[src/rtl/fb_pkg.sv]
// Shared types and default sizing for the frame-buffer write path.
// No logic; imported by fb_wr_ctrl and fb_fifo.
// No flow control of its own.
package fb_pkg;

  localparam int DEF_DATA_WIDTH   = 32;
  localparam int DEF_ADDR_WIDTH   = 29;
  localparam int DEF_FRAME_PIXELS = 307200;

  typedef enum logic [1:0] {
    ST_IDLE    = 2'd0,
    ST_ASSERT  = 2'd1,
    ST_HOLD    = 2'd2,
    ST_RELEASE = 2'd3
  } wr_state_t;

endpackage

[src/rtl/fb_fifo.sv]
// Synchronous FIFO with registered full/empty flags; head entry visible on rd_dat.
// Latency: an entry written on one edge can be popped on the next edge.
// Backpressure: writes while full and reads while empty are ignored.
module fb_fifo
  import fb_pkg::*;
#(
  parameter int WIDTH = 33,
  parameter int DEPTH = 4
) (
  input  logic             clk,
  input  logic             reset,
  input  logic             wr_en,
  input  logic [WIDTH-1:0] wr_dat,
  input  logic             rd_en,
  output logic [WIDTH-1:0] rd_dat,
  output logic             full,
  output logic             empty
);

  localparam int AW = $clog2(DEPTH);
  localparam logic [AW:0] FULL_CNT = (AW+1)'(DEPTH);

  logic [WIDTH-1:0] mem [DEPTH];
  logic [AW-1:0]    wr_ptr;
  logic [AW-1:0]    rd_ptr;
  logic [AW:0]      cnt;
  logic [AW:0]      cnt_nxt;
  logic             do_push;
  logic             do_pop;

  assign do_push = wr_en & ~full;
  assign do_pop  = rd_en & ~empty;
  assign rd_dat  = mem[rd_ptr];

  always_comb begin
    cnt_nxt = cnt;
    if (do_push && !do_pop) begin
      cnt_nxt = cnt + 1'b1;
    end else if (!do_push && do_pop) begin
      cnt_nxt = cnt - 1'b1;
    end
  end

  always_ff @(posedge clk) begin
    if (do_push) begin
      mem[wr_ptr] <= wr_dat;
    end
  end

  always_ff @(posedge clk) begin
    if (reset) begin
      wr_ptr <= '0;
      rd_ptr <= '0;
      cnt    <= '0;
      full   <= 1'b0;
      empty  <= 1'b1;
    end else begin
      if (do_push) wr_ptr <= wr_ptr + 1'b1;
      if (do_pop)  rd_ptr <= rd_ptr + 1'b1;
      cnt   <= cnt_nxt;
      full  <= (cnt_nxt == FULL_CNT);
      empty <= (cnt_nxt == '0);
    end
  end

endmodule

[src/rtl/fb_wr_ctrl.sv]
// Pixel stream to SRAM-style writes: each word held 3 cycles (2 with wr_en_n low), frame-relative addressing.
// Latency: pixel accepted on edge N drives mem_wr_en_n low after edge N+1 at the earliest.
// Backpressure: pix_ready drops when the FIFO is full; FB_WR_CTRL_STATS_EN adds frame/drop counters.
module fb_wr_ctrl
  import fb_pkg::*;
#(
  parameter int                    DATA_WIDTH   = DEF_DATA_WIDTH,
  parameter int                    ADDR_WIDTH   = DEF_ADDR_WIDTH,
  parameter int                    FRAME_PIXELS = DEF_FRAME_PIXELS,
  parameter logic [ADDR_WIDTH-1:0] BASE_ADDR    = '0,
  parameter int                    FIFO_DEPTH   = 4
) (
  input  logic                  clk,
  input  logic                  reset,
  input  logic [DATA_WIDTH-1:0] pix_data,
  input  logic                  pix_valid,
  input  logic                  pix_sof,
  output logic                  pix_ready,
  output logic [ADDR_WIDTH-1:0] mem_wr_addr,
  output logic [DATA_WIDTH-1:0] mem_wr_data,
  output logic                  mem_wr_en_n,
  output logic                  mem_rd_en_n,
  output logic                  frame_done,
  output logic                  err_short,
  output logic [15:0]           frame_cnt,
  output logic [15:0]           drop_cnt
);

  localparam int               PTR_W    = $clog2(FRAME_PIXELS);
  localparam logic [PTR_W-1:0] LAST_PTR = PTR_W'(FRAME_PIXELS - 1);

  logic                  ready_q;
  logic                  synced;
  logic                  accept;
  logic                  push;
  logic                  pop;
  logic                  fifo_full;
  logic                  fifo_empty;
  logic [DATA_WIDTH:0]   fifo_dat;
  logic                  pop_sof;
  logic [PTR_W-1:0]      ptr;
  logic [PTR_W-1:0]      ptr_eff;
  logic                  last_q;
  wr_state_t             state;

  // ready_q keeps pix_ready low for the cycle right after reset
  assign pix_ready   = ready_q & ~fifo_full;
  assign accept      = pix_valid & pix_ready;
  assign push        = accept & (synced | pix_sof);
  assign pop         = ((state == ST_IDLE) | (state == ST_RELEASE)) & ~fifo_empty;
  assign pop_sof     = fifo_dat[DATA_WIDTH];
  assign ptr_eff     = pop_sof ? '0 : ptr;
  assign mem_rd_en_n = 1'b1;

  fb_fifo #(
    .WIDTH (DATA_WIDTH + 1),
    .DEPTH (FIFO_DEPTH)
  ) u_fifo (
    .clk    (clk),
    .reset  (reset),
    .wr_en  (push),
    .wr_dat ({pix_sof, pix_data}),
    .rd_en  (pop),
    .rd_dat (fifo_dat),
    .full   (fifo_full),
    .empty  (fifo_empty)
  );

  always_ff @(posedge clk) begin
    if (reset) begin
      ready_q <= 1'b0;
      synced  <= 1'b0;
    end else begin
      ready_q <= 1'b1;
      if (accept && pix_sof) synced <= 1'b1;
    end
  end

  always_ff @(posedge clk) begin
    if (reset) begin
      state       <= ST_IDLE;
      mem_wr_en_n <= 1'b1;
      mem_wr_addr <= BASE_ADDR;
      mem_wr_data <= '0;
      ptr         <= '0;
      last_q      <= 1'b0;
      frame_done  <= 1'b0;
      err_short   <= 1'b0;
    end else begin
      frame_done <= 1'b0;
      err_short  <= 1'b0;
      case (state)
        ST_IDLE, ST_RELEASE: begin
          if (!fifo_empty) begin
            state       <= ST_ASSERT;
            mem_wr_en_n <= 1'b0;
            mem_wr_addr <= BASE_ADDR + ADDR_WIDTH'(ptr_eff);
            mem_wr_data <= fifo_dat[DATA_WIDTH-1:0];
            err_short   <= pop_sof && (ptr != '0);
            last_q      <= (ptr_eff == LAST_PTR);
            ptr         <= (ptr_eff == LAST_PTR) ? '0 : ptr_eff + 1'b1;
          end else begin
            state       <= ST_IDLE;
            mem_wr_en_n <= 1'b1;
          end
        end
        ST_ASSERT: begin
          state <= ST_HOLD;
        end
        ST_HOLD: begin
          state       <= ST_RELEASE;
          mem_wr_en_n <= 1'b1;
          frame_done  <= last_q;
        end
      endcase
    end
  end

`ifdef FB_WR_CTRL_STATS_EN
  logic [15:0] frame_cnt_q;
  logic [15:0] drop_cnt_q;

  always_ff @(posedge clk) begin
    if (reset) begin
      frame_cnt_q <= '0;
      drop_cnt_q  <= '0;
    end else begin
      if (frame_done) frame_cnt_q <= frame_cnt_q + 1'b1;
      if (accept && !pix_sof && !synced && (drop_cnt_q != 16'hFFFF)) begin
        drop_cnt_q <= drop_cnt_q + 1'b1;
      end
    end
  end

  assign frame_cnt = frame_cnt_q;
  assign drop_cnt  = drop_cnt_q;
`else
  assign frame_cnt = '0;
  assign drop_cnt  = '0;
`endif

endmodule

[config.mk]
export PLATFORM = sky130hd
export DESIGN_NAME = fb_wr_ctrl
export DESIGN_NICKNAME = d
export VERILOG_FILES = /design/src/rtl/fb_pkg.sv /design/src/rtl/fb_fifo.sv /design/src/rtl/fb_wr_ctrl.sv
export SDC_FILE = /design/constraint.sdc
export NUM_CORES = 1
export LEC_CHECK = 0
export ABC_AREA = 1
export ABC_CLOCK_PERIOD_IN_PS = 5300
export CAP_MARGIN = 20
export CORE_MARGIN = 4
export CORE_UTILIZATION = 54
export CTS_BUF_LIST = sky130_fd_sc_hd__clkbuf_4 sky130_fd_sc_hd__clkbuf_8
export DETAILED_ROUTE_END_ITERATION = 16
export PLACE_DENSITY_LB_ADDON = 0.25
export SLEW_MARGIN = 10
export SYNTH_ARGS = -nofsm -noshare
export SYNTH_HDL_FRONTEND = slang
export SYNTH_SLANG_ARGS = --single-unit
[constraint.sdc]
create_clock -name clk -period 5.3 [get_ports clk]
set_input_delay 1.325 -clock clk [delete_from_list [all_inputs] [get_ports clk]]
set_output_delay 1.325 -clock clk [all_outputs]
set_load 0.1 [all_outputs]
==> flow_metrics.py, run 1 <==
metrics = {
    "timing": {
        "setup_viol": 0,
        "finalCritPeriodShare_pct": 64.9,
        "slew_viol_final": 0,
        "clock.fmax_mhz": 291,
        "final_hold_viol_count": 0,
        "whs_ns": 0.464,
        "fin_skew_ns": 0.0140,
        "rsz0062_at_grt": "false",
        "worst_slew_pin_slew_ns": 1.06,
        "max_slew_margin_pct": 29.3,
        "layout_min_cycle_time_ns": 3.44,
        "layout_setup_ws_ns": 1.86,
        "finalSetupTns_ns": 0,
    },
    "synthesis": {
        "synth_flop_cell": "edfxtp_1",
        "synth_cell_type_count": 41,
        "ys_seq_elements": 221,
        "netlist_top_cells_count": "nor2_1, edfxtp_1, o21ai_0",
        "synth_top_cell_area_share_pct": 43.3,
        "avgSynthCellArea_um2": 9.98,
        "synth.yosys.seq_area_share_pct": 62.7,
        "synth_edf_count": 132,
        "postSynthCellCount": 918,
        "ys_warn_count": 0,
        "synthArstFlopShare_pct": 0,
        "synth_area_leader_cell": "edfxtp_1",
        "syn_area_um2": 9160,
        "yosysMostFrequentCell": "nor2_1",
        "yosys-top-cells-area": "edfxtp_1, dfxtp_1, nor2_1",
    },
    "route": {
        "drt_iter0_markers": 533,
        "via_per_inst": 5.19,
        "drc": 0,
        "postRouteAntennaNets": 0,
        "drt_wl_total_mm": 18.8,
        "num_vias": 6502,
        "routedWlPerCell_um": 15.0,
        "drt-pass1-iter-count": 6,
    },
    "clocking": {
        "clk_path_buf_depth": 3,
        "cts_setup_buffers": 0,
        "cts_tree": "yes",
        "cts-buffers-inserted": 37,
        "clock_sinks": 221,
        "clkTransAtPathRegs_ns": 0.05,
        "post_cts_resized": 0,
        "postCtsHoldBufs": 0,
        "cts_root_buf": "clkbuf_8",
        "htree_levels": 2,
        "clkLatencyLatePin_ns": 0.51,
    },
    "power_and_ir_drop": {
        "switching_share_pct": 45.9,
        "power.share.sequential_pct": 34.0,
        "power.total_mw": 6.37,
        "total_leakage_power_nw": 4.12,
        "p_per_area_nw_per_um2": 590,
        "combinationalPowerShare_pct": 43.8,
        "p_sw_mw": 2.92,
        "power.internal_mw": 3.45,
        "ir_drop_mv": 0.461,
        "clock_power_share_pct": 22.2,
    },
    "global_routing": {
        "grt_use_total_pct": 19.3,
        "grt_max_degree": 88,
        "grt_pass1_vias": 6033,
        "grt_pass1_wl_mm": 30.6,
        "overflow": 0,
        "antenna_found_initial": 0,
    },
    "placement": {
        "dp_cells": 1184,
        "placed_cell_area_um2": 10000,
        "place_ws_ns": 1.31,
        "place_hpwl_mm": 11.3,
        "portBuffers": 90,
        "gp_routability_congestion": 0.854,
    },
    "setup_path": {
        "worst-path-buf-inv": 2,
        "worst_ep_required_time_ns": 5.42,
        "worstSetupEndpointType": "register",
        "crit_chain": "clkdlybuf4s50_1 -> nor2_1 -> nor2_1 -> clkinv_1 -> nor2_4",
        "reg2reg_slack_ns": 1.90,
        "critPathMostFrequentCell": "nor2_1",
        "critPathMaxStageDelay_ns": 0.95,
        "slowest_stage": "nor2_4",
        "setup.worst_path.start_class": "primary input",
        "cpLargestDelayFamily": "simple AND/OR/NAND/NOR gates",
        "crit_fanout": 33,
        "crit_type": "primary input to register",
        "arrival_ns": 3.56,
    },
    "die": {
        "dieArea_um2": 19100,
        "fp.dieW_um": 138,
        "start_util_pct": 55.2,
        "core_area_um2": 16600,
        "num_io_pins": 134,
        "die_y_um": 138,
        "fp-row-count": 47,
    },
    "status": {
        "status": "finished, final reports clean",
    },
    "layout": {
        "final_nets": 1050,
        "fin_cells": 1254,
        "antennaDiodeCount": 0,
        "final_area_um2": 10800,
        "fin_util_pct": 65.1,
        "layout-drive-gt1-share_pct": 9.28,
        "area_delta_synth_final_pct": 17.8,
    },
    "hold_path": {
        "min-delay-path-class": "register to register",
    },
    "job": {
        "maxCapViolCount": 0,
    },
}
cells by family after synthesis:
logic type	after synthesis	share of synthesized area, %
mux	1	0.123
buf+inv	167	8.76
simple gates	307	14.5
flops	221	62.7
xor+xnor	8	0.765
compound gates	203	11.9
other cells	2	0.0820
fa+ha+maj	9	1.23
power by group through the flow:
stage               Sequential [mW]  Clock (mW)  Combinational [mW]
global route                   2.20        1.53                3.00
detailed placement             2.20           0                2.79
CTS                            2.17        1.45                2.80
floorplan                      3.32           0                1.09
finish                         2.17        1.41                2.79
global placement               2.20           0                2.76
routing by layer:
metal	part of all wire [%]	global-route usage (%)	routed length (um)	up-vias
met3	6.8	4.28	1280	21
li1	-	-	-	3202
met4	1.3	5.46	238	0
met2	47	30.5	8830	226
met5	0	0	0	-
met1	45	27.1	8410	3053
layout make-up:
cell class | count | area [um2]
Clock inverter | 16 | 67.6
Multi-Input combinational cell | 571 | 2800
Tap cell | 220 | 275
Fill cell | 1330 | 5790
Sequential cell | 221 | 5750
Timing Repair Buffer | 96 | 966
Inverter | 78 | 293
Clock buffer | 52 | 641
sequential cells by signal (all words and copies together) (netlist names), named ones only:
signal	cells
u_fifo.rd_ptr	2
mem_wr_data	32
mem_wr_en_n	1
mem_wr_addr	19
u_fifo.mem	132
ptr	19
frame_done	1
u_fifo.cnt	3
synced	1
last_q	1
u_fifo.full	1
u_fifo.wr_ptr	2
ready_q	1
u_fifo.empty	1
state	2
err_short	1
tightest hold or removal path, cell delays in order (launching register included):
cell and delay, ns:
dfxtp_1 0.29, inv_1 0.08, nor2_1 0.05
cells in the final DEF, fill, tap and decap left out, types with 22 or more instances in the layout:
| master | instances |
|---|---|
| nor2_1 | 166 |
| edfxtp_1 | 132 |
| o21ai_0 | 123 |
| clkdlybuf4s50_1 | 89 |
| dfxtp_1 | 88 |
| nand2_1 | 82 |
| inv_1 | 72 |
| conb_1 | 43 |
| clkbuf_8 | 40 |
| a21oi_1 | 39 |
| o22ai_1 | 32 |
| nand3_1 | 22 |
path summary, 6_finish.rpt:
| check | from | end | depth (start not counted) |
|---|---|---|---|
| max reg2reg | register | ptr[12] | 17 |
| min | last_q | frame_done | 2 |
| max | pix_sof | u_fifo.mem[0][27] | 5 |
| min reg2reg | last_q | frame_done | 2 |
No activity file was read; power rests on OpenSTA's default activity.
==> run 2: changes to the inputs <==
Settings changed: ABC_CLOCK_PERIOD_IN_PS 5300 to 3400.
Clock period 5.3 ns to 3.4 ns, I/O delays scaled along.
==> run 2 against run 1 <==
Via count down 1.0%. Final area down 0.26%. Hold slack worse by 0.0037 ns. Global-route usage up 0.18 points. Critical endpoint is now ptr[0]. Highest routed layer unchanged. Clock skew up 0.0019 ns. First-iteration DRC count down 16%. Routed wire length up 1.6%. Sequential power up 56%. Cell count up 1.0%. Clock power up 61%. Largest power group unchanged. Combinational power up 55%.
==> flow_metrics.py, run 2 (synthesized netlist as in run 1, its figures left out) <==
metrics = {
    "layout": {
        "antennaDiodeCount": 0,
        "final_nets": 1063,
        "layout_common_cells": "nor2_1, edfxtp_1, o21ai_0",
        "layout_commonest_cell": "nor2_1",
        "area_delta_synth_final_pct": 17.5,
        "largest_reg_flops": 132,
        "multi_input_area_um2": 2800,
        "nFillCells": 1324,
        "seq_area_um2": 5750,
        "regMostFlops": "u_fifo.mem",
        "top_regs": "u_fifo.mem: 132 flops, mem_wr_data: 32 flops",
        "layout-drive-gt1-share_pct": 16.0,
    },
    "hold_path": {
        "min-delay-path-class": "register to register",
        "min-delay-start": "last_q",
    },
    "placement": {
        "place_hpwl_mm": 12.1,
        "portBuffers": 90,
        "gp_routability_congestion": 0.814,
    },
    "setup_path": {
        "r2r_start": "state[0]",
        "crit_type": "register to register",
        "arrival_ns": 3.04,
        "worstSetupEndpointType": "register",
        "worstSetupStartpoint": "state[0]",
        "setup.worst_path.start_class": "register",
        "crit_fanout": 34,
        "worst_ep_required_time_ns": 3.84,
    },
    "timing": {
        "finalCritPeriodShare_pct": 76.4,
        "clock.fmax_mhz": 385,
        "setup_viol": 0,
        "worst_slew_pin_slew_ns": 0.704,
        "rsz0062_at_grt": "false",
        "slew_viol_final": 0,
        "layout_min_cycle_time_ns": 2.60,
        "finalSetupTns_ns": 0,
        "fin_skew_ns": 0.0159,
        "max_slew_margin_pct": 53.0,
        "final_hold_viol_count": 0,
    },
    "power_and_ir_drop": {
        "clock_power_share_pct": 22.7,
        "combinationalPowerShare_pct": 43.3,
        "p_sw_mw": 4.62,
        "p_per_area_nw_per_um2": 926,
        "total_leakage_power_nw": 4.28,
        "ir_drop_mv": 0.572,
        "power.total_mw": 9.97,
        "power.internal_mw": 5.35,
        "power.share.sequential_pct": 34.0,
        "switching_share_pct": 46.4,
    },
    "global_routing": {
        "grt_use_total_pct": 19.5,
        "antenna_found_initial": 0,
        "grt_max_degree": 67,
        "grt_pass1_wl_mm": 30.8,
        "overflow": 0,
        "grt_pass1_vias": 6108,
    },
    "clocking": {
        "htree_levels": 2,
        "postCtsHoldBufs": 0,
        "clock_sinks": 221,
        "post_cts_resized": 0,
        "cts_setup_buffers": 0,
        "clkTransAtPathRegs_ns": 0.06,
        "cts_root_buf": "clkbuf_8",
        "cts_tree": "yes",
        "clkLatencyLatePin_ns": 0.52,
        "cts-buffers-inserted": 37,
        "clk_path_buf_depth": 3,
    },
    "die": {
        "fp.dieW_um": 138,
        "start_util_pct": 55.2,
        "num_io_pins": 134,
        "fp-row-count": 47,
        "die_y_um": 138,
        "dieArea_um2": 19100,
        "core_area_um2": 16600,
    },
    "route": {
        "via_per_inst": 5.08,
        "drt_iter0_markers": 449,
        "num_vias": 6437,
        "postRouteAntennaNets": 0,
        "routedWlPerCell_um": 15.1,
        "drt_wl_total_mm": 19.1,
        "drc": 0,
        "drt-pass1-iter-count": 5,
    },
    "status": {
        "status": "finished, final reports clean",
    },
    "job": {
        "maxCapViolCount": 0,
    },
}
[run 2: changes by cell type in the layout (fill, tap and decap cells not counted), moves of 2 or more]
cell,change
buf_4,+69
clkdlybuf4s50_1,-55
clkinv_1,-4
clkbuf_4,-2
clkbuf_8,+2
clkinv_2,+2
inv_6,+2
[run 2: cell type report]
type | instances | area share, %
clock buffers | 52 | 6.07
clock inverters | 16 | 0.744
inverters | 78 | 2.72
multi-input cells | 571 | 26.0
flip-flops and latches | 221 | 53.4
well taps | 220 | 2.56
repair buffers | 109 | 8.48
[run 2: worst paths after layout]
check	to	cells after the start	slack, ns
max	ptr[0]	9	0.80
min	frame_done	2	0.46
max reg2reg	ptr[0]	9	0.80
min reg2reg	frame_done	2	0.46
[run 2: power by group through the flow]
stage | clock network [mW] | registers [mW] | logic [mW]
after global placement | 0 | 3.44 | 4.29
final | 2.27 | 3.39 | 4.32
after floorplan | 0 | 5.18 | 1.70
after CTS | 2.33 | 3.39 | 4.34
after detailed placement | 0 | 3.44 | 4.33
after global routing | 2.46 | 3.44 | 4.63
[run 2: critical path: stages (launching register included)]
cell	delay (ns)
dfxtp_1	0.33
inv_1	0.04
ha_1	0.28
inv_1	0.06
nor2_4	0.49
inv_2	0.36
buf_4	0.37
a21oi_4	0.35
nand2_1	0.09
a21oi_1	0.14
[run 2: stage by stage]
step | instance area (um2) | hold slack (ns) | utilization, % | worst slack [ns] | std cells
floorplan | 9310 | 0.431 | - | 0.202 | 959
global placement | 10000 | 0.449 | 60.5 | 0.629 | 1199
detailed placement | 10000 | 0.449 | 60.5 | 0.586 | 1199
CTS | 10800 | 0.464 | 64.9 | 0.788 | 1267
global route | 10800 | 0.482 | 64.9 | 0.569 | 1267
finish | 10800 | 0.460 | 64.9 | 0.802 | 1267
[run 2: metal layers]
layer	track usage [%]	routed length (um)
met2	32.0	9230
met5	0	0
met1	26.7	8540
met3	4.07	1070
met4	4.99	229
==> run 3: changes to the inputs <==
Settings changed: ABC_CLOCK_PERIOD_IN_PS 3400 to 2150, CORE_UTILIZATION 54 to 51.
Clock period 3.4 ns to 2.15 ns, I/O delays scaled along.
==> run 3 against run 2 <==
Non-clock buffer count is 21 higher. Utilization is 1.6 points lower. Final area grew 2.8%. Highest routed layer is now met5.
==> flow_metrics.py, run 3 (synthesized netlist as in run 1, its figures left out) <==
metrics = {
    "layout": {
        "top_regs": "u_fifo.mem: 132 flops, mem_wr_data: 32 flops",
        "final_nets": 1085,
        "largest_reg_flops": 132,
        "fin_util_pct": 63.3,
        "area_delta_synth_final_pct": 20.8,
        "regMostFlops": "u_fifo.mem",
        "layout_commonest_cell": "nor2_1",
        "nFillCells": 1405,
        "layout_common_cells": "nor2_1, edfxtp_1, o21ai_0",
        "layout-drive-gt1-share_pct": 18.7,
        "antennaDiodeCount": 0,
    },
    "route": {
        "drt-pass1-iter-count": 5,
        "drt_wl_total_mm": 18.9,
        "postRouteAntennaNets": 0,
        "via_per_inst": 5.07,
        "drt_iter0_markers": 425,
        "drc": 0,
        "num_vias": 6543,
        "routedWlPerCell_um": 14.6,
    },
    "setup_path": {
        "worst_ep_required_time_ns": 2.53,
        "setup.worst_path.start_class": "register",
        "crit_type": "register to register",
        "critPathMostFrequentCell": "nor2_4",
        "arrival_ns": 2.41,
        "crit_fanout": 5,
        "worst-path-buf-inv": 3,
        "cpLargestDelayFamily": "simple AND/OR/NAND/NOR gates",
        "critPathMaxStageDelay_ns": 0.36,
        "worstSetupEndpointType": "register",
        "crit_chain": "inv_2 -> nand2_1 -> nand3_2 -> nand2_4 -> inv_2 -> nor2_4 -> ha_4 -> nand3_4 -> nor2_4 -> nand2_4 -> nor2_4 -> buf_6 -> a21oi_2 -> nand2_1 -> a21oi_1",
        "slowest_stage": "dfxtp_4",
    },
    "clocking": {
        "cts-buffers-inserted": 37,
        "clkTransAtPathRegs_ns": 0.06,
        "htree_levels": 2,
        "clkLatencyLatePin_ns": 0.51,
        "clock_sinks": 221,
        "clk_path_buf_depth": 3,
        "cts_tree": "yes",
        "cts_root_buf": "clkbuf_8",
    },
    "power_and_ir_drop": {
        "combinationalPowerShare_pct": 43.7,
        "p_per_area_nw_per_um2": 1440,
        "p_sw_mw": 7.30,
        "switching_share_pct": 45.8,
        "power.share.sequential_pct": 33.7,
        "total_leakage_power_nw": 4.44,
        "ir_drop_mv": 0.908,
        "clock_power_share_pct": 22.6,
        "power.internal_mw": 8.65,
    },
    "timing": {
        "fin_skew_ns": 0.0205,
        "max_slew_margin_pct": 65.8,
        "final_hold_viol_count": 0,
        "worst_slew_pin_slew_ns": 0.513,
        "finalCritPeriodShare_pct": 94.1,
        "finalSetupTns_ns": 0,
        "layout_min_cycle_time_ns": 2.02,
        "slew_viol_final": 0,
        "whs_ns": 0.452,
        "layout_setup_ws_ns": 0.127,
        "setup_viol": 0,
        "clock.fmax_mhz": 494,
    },
    "global_routing": {
        "antenna_found_initial": 1,
        "grt_use_total_pct": 18.7,
        "overflow": 0,
        "grt_pass1_vias": 6265,
        "grt_max_degree": 57,
        "grt_pass1_wl_mm": 30.7,
    },
    "die": {
        "die_y_um": 142,
        "core_area_um2": 17500,
        "start_util_pct": 52.4,
        "num_io_pins": 134,
        "dieArea_um2": 20200,
        "fp-row-count": 48,
        "fp.dieW_um": 142,
    },
    "status": {
        "status": "finished, final reports clean",
    },
    "placement": {
        "place_ws_ns": -0.0355,
        "portBuffers": 90,
        "gp_routability_congestion": 0.861,
        "place_hpwl_mm": 12.2,
    },
    "hold_path": {
        "min-delay-path-class": "register to register",
    },
    "job": {
        "maxCapViolCount": 0,
    },
}
## run 3: path summary, 6_finish.rpt
kind / slack [ns] / end / depth (start not counted) / start
worst max-delay path: 0.13 / ptr[9] / 15 / register
worst min-delay path: 0.45 / frame_done / 2 / last_q
worst max register to register: 0.13 / ptr[9] / 15 / register
worst min register to register: 0.45 / frame_done / 2 / last_q
## run 3: worst min-delay path, delay by kind of cell, from the launching register on
family                 cells  cell delay [ns]
buffers and inverters      1             0.07
DFF                        1             0.30
and+or+nand+nor            1             0.05
## run 3: what timing repair did
action | CTS | global route
gates resized for setup | 0 | 14
setup endpoints to repair | 0 | 16
hold buffers | 0 | 0
buffers inserted | 0 | 4
## run 3: power by group through the flow
stage | registers, mW | clock network, mW | logic [mW]
4_1_cts | 5.37 | 3.71 | 6.97
3_5_place_dp | 5.45 | 0 | 6.96
2_1_floorplan | 8.18 | 0 | 2.69
6_report | 5.37 | 3.60 | 6.97
3_3_place_gp | 5.44 | 0 | 6.90
5_1_grt | 5.44 | 3.91 | 7.49
## run 3: final cells by class
type,instances,area [um2],area share (%)
inverters,78,293,2.65
repair buffers,130,1150,10.4
well taps,225,282,2.54
clock inverters,9,47.5,0.430
clock buffers,56,683,6.17
multi-input cells,572,2860,25.9
flip-flops and latches,221,5750,51.9
## run 3: through the flow
stage                     cells  instance area [um2]  power, mW
final                      1291                11100       15.9
after global routing       1291                11100       16.8
after CTS                  1286                11000       16.1
after detailed placement   1221                10200       12.4
after global placement     1221                10200       12.3
after floorplan             959                 9320       10.9
## run 3: routing by layer
metal  wire [um]  share of wire (%)  track usage [%]
met3        1130                6.0             4.17
met2        8990                 48             31.2
met5          12              0.064                0
met1        8250                 44             23.9
met4         514                2.7             7.58
